File: config.mk
export PLATFORM = sky130hd
export DESIGN_NAME = mem_bus_arbiter
export DESIGN_NICKNAME = d
export VERILOG_FILES = /design/src/rtl/core_defs_pkg.sv /design/src/rtl/arb_starve_counter.sv /design/src/rtl/mem_bus_arbiter.sv
export SDC_FILE = /design/constraint.sdc
export NUM_CORES = 1
export LEC_CHECK = 0
export ABC_AREA = 1
export CAP_MARGIN = 10
export CORE_AREA = 2 2 213 215
export CTS_CLUSTER_DIAMETER = 120
export CTS_CLUSTER_SIZE = 30
export DETAILED_ROUTE_END_ITERATION = 6
export DIE_AREA = 0 0 215 217
export DONT_BUFFER_PORTS = 1
export HOLD_SLACK_MARGIN = 0.06
export MAX_ROUTING_LAYER = met4
export SYNTH_ARGS = -nofsm -noshare
export SYNTH_HDL_FRONTEND = slang
export SYNTH_SLANG_ARGS = --single-unit
File: constraint.sdc
create_clock -name clk -period 1.35 [get_ports clk]
set_input_delay 0.135 -clock clk [delete_from_list [all_inputs] [get_ports clk]]
set_output_delay 0.135 -clock clk [all_outputs]
set_load 0.1 [all_outputs]
File: src/rtl/core_defs_pkg.sv
// Shared definitions for the core memory-port arbiter: bus widths,
// arbiter state encoding and the byte-enable selection helper.
package core_defs_pkg;

  localparam int XLEN = 64;
  localparam int BE_W = 8;

  // Arbiter states; the grant owner is implied by the BUSY flavour.
  typedef enum logic [1:0] {
    ARB_IDLE   = 2'b00,
    ARB_BUSY_I = 2'b01,
    ARB_BUSY_D = 2'b10
  } arb_state_e;

  localparam logic [BE_W-1:0] BE_ALL = 8'hFF;

  // Reads always drive every byte lane; writes use the requester's enables.
  function automatic logic [BE_W-1:0] bus_be_for(input logic rw, input logic [BE_W-1:0] be);
    logic [BE_W-1:0] res;
    if (rw) begin
      res = be;
    end else begin
      res = BE_ALL;
    end
    return res;
  endfunction

endpackage

File: src/rtl/arb_starve_counter.sv
// Saturating 4-bit counter that records how many data grants fetch has
// been made to wait through. Clear has priority over increment.
module arb_starve_counter #(
  parameter int MAX = 4
) (
  input  logic clk,
  input  logic rst,
  input  logic inc_i,
  input  logic clr_i,
  output logic sat_o
);

  localparam logic [3:0] MAX_C = 4'(MAX);

  logic [3:0] cnt_q;
  logic [3:0] cnt_d;

  // Next count: clear, saturating increment, or hold.
  always_comb begin
    cnt_d = cnt_q;
    if (clr_i) begin
      cnt_d = 4'd0;
    end else if (inc_i && (cnt_q < MAX_C)) begin
      cnt_d = cnt_q + 4'd1;
    end else begin
      cnt_d = cnt_q;
    end
  end

  // Count register, cleared asynchronously by the active-low reset.
  always_ff @(posedge clk or negedge rst) begin
    if (!rst) begin
      cnt_q <= 4'd0;
    end else begin
      cnt_q <= cnt_d;
    end
  end

  assign sat_o = (cnt_q >= MAX_C);

endmodule

File: src/rtl/mem_bus_arbiter.sv
// Shares the core memory port between instruction fetch and the MEM-stage
// data requester. Data has priority; once fetch has waited through
// STARVE_MAX data grants it is guaranteed the next grant. One transaction
// is outstanding at a time; ack and read data are routed to its owner.
module mem_bus_arbiter
  import core_defs_pkg::*;
#(
  parameter int STARVE_MAX = 4
) (
  input  logic            clk,
  input  logic            rst,
  input  logic            if_req_i,
  input  logic [63:0]     if_addr_i,
  output logic            if_ack_o,
  output logic [63:0]     if_rdata_o,
  input  logic            mem_valid_i,
  input  logic            mem_rw_i,
  input  logic [63:0]     mem_addr_i,
  input  logic [63:0]     mem_data_i,
  input  logic [7:0]      mem_data_byte_valid_i,
  output logic            mem_ack_o,
  output logic [63:0]     mem_rdata_o,
  output logic            bus_req_o,
  output logic            bus_rw_o,
  output logic [63:0]     bus_addr_o,
  output logic [63:0]     bus_wdata_o,
  output logic [7:0]      bus_be_o,
  input  logic            bus_ack_i,
  input  logic [63:0]     bus_rdata_i,
  output logic            stall_if_o,
  output logic            stall_mem_o
);

  arb_state_e            state_q, state_d;
  logic                  bus_req_q, bus_req_d;
  logic                  bus_rw_q, bus_rw_d;
  logic [XLEN-1:0]       bus_addr_q, bus_addr_d;
  logic [XLEN-1:0]       bus_wdata_q, bus_wdata_d;
  logic [BE_W-1:0]       bus_be_q, bus_be_d;

  logic                  starve_sat_s;
  logic                  cnt_inc_s;
  logic                  cnt_clr_s;
  logic                  take_d_s;
  logic                  if_ack_s;
  logic                  mem_ack_s;

  arb_starve_counter #(.MAX(STARVE_MAX)) u_starve (
    .clk   (clk),
    .rst   (rst),
    .inc_i (cnt_inc_s),
    .clr_i (cnt_clr_s),
    .sat_o (starve_sat_s)
  );

  // Data wins in IDLE unless fetch is waiting and the starvation limit is hit.
  assign take_d_s = mem_valid_i && (!starve_sat_s || !if_req_i);

  // Next-state, bus field capture and starvation counter control.
  always_comb begin
    state_d     = state_q;
    bus_req_d   = bus_req_q;
    bus_rw_d    = bus_rw_q;
    bus_addr_d  = bus_addr_q;
    bus_wdata_d = bus_wdata_q;
    bus_be_d    = bus_be_q;
    cnt_inc_s   = 1'b0;
    cnt_clr_s   = 1'b0;
    case (state_q)
      ARB_IDLE: begin
        if (take_d_s) begin
          state_d     = ARB_BUSY_D;
          bus_req_d   = 1'b1;
          bus_rw_d    = mem_rw_i;
          bus_addr_d  = mem_addr_i;
          bus_wdata_d = mem_data_i;
          bus_be_d    = bus_be_for(mem_rw_i, mem_data_byte_valid_i);
          cnt_inc_s   = if_req_i;
        end else if (if_req_i) begin
          state_d     = ARB_BUSY_I;
          bus_req_d   = 1'b1;
          bus_rw_d    = 1'b0;
          bus_addr_d  = if_addr_i;
          bus_wdata_d = {XLEN{1'b0}};
          bus_be_d    = BE_ALL;
          cnt_clr_s   = 1'b1;
        end else begin
          state_d     = ARB_IDLE;
        end
      end
      ARB_BUSY_I, ARB_BUSY_D: begin
        if (bus_ack_i) begin
          state_d   = ARB_IDLE;
          bus_req_d = 1'b0;
        end else begin
          state_d   = state_q;
        end
      end
      default: begin
        state_d   = ARB_IDLE;
        bus_req_d = 1'b0;
      end
    endcase
  end

  // State and registered bus fields, dropped asynchronously by reset.
  always_ff @(posedge clk or negedge rst) begin
    if (!rst) begin
      state_q     <= ARB_IDLE;
      bus_req_q   <= 1'b0;
      bus_rw_q    <= 1'b0;
      bus_addr_q  <= {XLEN{1'b0}};
      bus_wdata_q <= {XLEN{1'b0}};
      bus_be_q    <= {BE_W{1'b0}};
    end else begin
      state_q     <= state_d;
      bus_req_q   <= bus_req_d;
      bus_rw_q    <= bus_rw_d;
      bus_addr_q  <= bus_addr_d;
      bus_wdata_q <= bus_wdata_d;
      bus_be_q    <= bus_be_d;
    end
  end

  // Completion is routed to the owner in the same cycle as the slave ack.
  always_comb begin
    if_ack_s  = (state_q == ARB_BUSY_I) && bus_ack_i;
    mem_ack_s = (state_q == ARB_BUSY_D) && bus_ack_i;
  end

  assign if_ack_o    = if_ack_s;
  assign mem_ack_o   = mem_ack_s;
  assign if_rdata_o  = if_ack_s  ? bus_rdata_i : {XLEN{1'b0}};
  assign mem_rdata_o = mem_ack_s ? bus_rdata_i : {XLEN{1'b0}};
  assign stall_if_o  = if_req_i && !if_ack_s;
  assign stall_mem_o = mem_valid_i && !mem_ack_s;

  assign bus_req_o   = bus_req_q;
  assign bus_rw_o    = bus_rw_q;
  assign bus_addr_o  = bus_addr_q;
  assign bus_wdata_o = bus_wdata_q;
  assign bus_be_o    = bus_be_q;

endmodule

==> results.toml <==
[floorplanning]
ioPinCount = 540
die_w_um = 215
die-area_mm2 = 0.0467
die_h_um = 217
start_util_pct = 17.3
core_region_area_mm2 = 0.0447
row_count = 78

[grt]
grt_first_pass_wirelength_um = 60400
antenna_found_initial = 2
grt_overflow = 0
grt_usage_pct = 17.9
grt_pass1_vias = 9978
grt_max_degree = 145

[setup_path]
critPathRequiredTime_ns = 1.22
critPathCaptureType = "output pin"
crit_type = "register to output pin"
critical_path_arrival_ns = 1.80
worstSetupStartpointType = "register"
cp_max_fo = 5

[sta]
fin_crit_ns = 1.94
slew_viol_final = 0
report.final.hold_viol_count = 180
whs_ns = -0.615
relSlewSlack_pct = 69.3
setup_violations = 274
tightest_slew_ns = 0.459
rsz0062_at_grt = "yes"
timing.final.ws_setup_ns = -0.589
skew_ns = 0.0121
fin_crit_sh_pct = 144
clock.fmax_ghz = 0.516

[cts]
cts_buffers = 17
root_buffer = "clkbuf_16"
cts_tree = "built"
htree_levels = 4
clock_latency_ns = 0.44
clk_pin_slew_worst_paths_ns = 0.07
cts.sinks = 144
cts_max_path_buffers = 2

[place]
io_buffers = 0
place_ws_ns = -0.230
place.gp.congestion = 0.989
place_hpwl_um = 28200
place_area_mm2 = 0.0135

[finish]
drive_above_1_share_pct = 46.0
n_fill_cell = 4195
mostFrequentLayoutCells = "nand2_1, inv_1, buf_12"
fin_area_mm2 = 0.0179
nets = 1904
area_growth_pct = 131
mostFrequentLayoutCell = "nand2_1"

[logic_synthesis]
ys_types = 17
synth_compound_area_share_pct = 5.20
seq_area_frac_synth_pct = 46.7
synth_fp_nets = 1409
synth.avg_cell_area_um2 = 6.80
ys_ff_latch = 144
synth_warnings = 0
synth_top_family_by_area = "simple AND/OR/NAND/NOR gates"
synthSimpleGateAreaFrac_pct = 32.4
synth_xor_area_share_pct = 0
syn-cell-area_mm2 = 0.00772
yosys.area_share.adder_pct = 0.648
synth.area.mux_share_pct = 0
syn-instance-count = 1135

[detailed_routing]
routedWlPerCell_um = 20.9
drcViolationCount = 0
drtIter0Drc = 727
num_vias = 10100
antenna_left = 0
avgViaCountPerCell = 4.50
wl_um = 46900
drtPass1Iterations = 6

[power]
power-per-cell-area_mw_per_mm2 = 2810
leakage_nw = 8.62
power_mw = 50.2
vdd_drop_max_uv = 3110

[hold_path]
hp-class = "input pin to async pin"

[flow_run]
cap_violations = 0

[status]
failed_checks = "hold timing, setup timing"
status = "finished with violations"
## power breakdown
part	internal, mW	switching, mW
Clock	2.86	1.95
Combinational	10.8	26.6
Sequential	6.35	1.65
Total	20.0	30.2
## layer usage
metal / global-route usage, % / up-vias / share of wire, %
met4: 9.98 / 0 / 5.7
met1: 18.3 / 4773 / 36
met2: 31.8 / 758 / 51
li1: - / 4387 / -
met5: - / - / 0
met3: 3.77 / 176 / 6.8
## per-stage QoR
step	cells	hold slack, ns	util [%]	setup TNS [ns]
after floorplan	1135	-0.161	-	-39.11
after global placement	1991	-0.158	30.1	-32.58
after detailed placement	1991	-0.159	30.1	-35.36
after CTS	2198	-0.659	36.3	-106.91
after global routing	2244	-0.655	40.0	-144.48
final	2244	-0.615	40.0	-124.91
## cell type report
type                    instances  area (µm²)  area share (%)
multi-input cells             706        4860            27.2
inverters                     213         811            4.54
repair buffers                548        7240            40.5
clock inverters                 9         108           0.603
flip-flops and latches        144        3600            20.2
well taps                     600         751            4.20
diodes                          2        5.00          0.0280
clock buffers                  22         474            2.66
## worst paths after layout
kind,start,slack [ns],depth (start not counted),endpoint
min reg2reg,bus_addr_o[27],0.48,2,bus_addr_o[27]
min in group clk,mem_valid_i,-0.06,3,bus_addr_o[14]
min,rst,-0.62,0,bus_wdata_o[36]
max,state_q[1],-0.59,6,if_rdata_o[2]
max reg2reg,state_q[0],-0.47,11,bus_wdata_o[46]
max in group asynchronous,rst,1.66,0,bus_be_o[2]
## synthesized netlist by cell type, drive strengths merged
cell type / n / area, µm²
inv: 213 / 800
nand3b: 1 / 7.51
o21ai: 78 / 394
nand2: 357 / 1340
nand3: 131 / 656
ha: 4 / 50.1
buf: 62 / 325
dfrtp: 144 / 3600
a22oi: 1 / 7.51
nor2: 132 / 495
clkbuf: 12 / 45.0
## sequential cells by signal (all words and copies together), names as in the netlist
name	count
bus_addr_o	64
bus_wdata_o	64
bus_be_o	8
u_starve.cnt_q	4
state_q	2
bus_req_o	1
bus_rw_o	1
## repair_timing
action,4_1_cts,5_1_grt
hold endpoints to repair,288,208
pin swaps,6,29
hold buffers,143,10
resized for setup,70,290
setup endpoints to repair,278,282
gates cloned,9,22
setup buffers,25,22
## worst max-delay path, cell delays in order (launching register included)
cell,delay (ns)
dfrtp_1,0.41
inv_2,0.10
ha_4,0.19
nand2_8,0.08
clkbuf_16,0.16
nor2_2,0.20
buf_12,0.21
## cells by family (layout without fill, tap and decap cells)
logic type	count (synthesis)	count (layout)
AOI/OAI and AO/OA	79	79
adders and majority gates	4	4
buffers and inverters	287	792
DFF	144	144
other	0	2
and+or+nand+nor	621	623
Note: power is estimated with default switching activity, not from simulation.
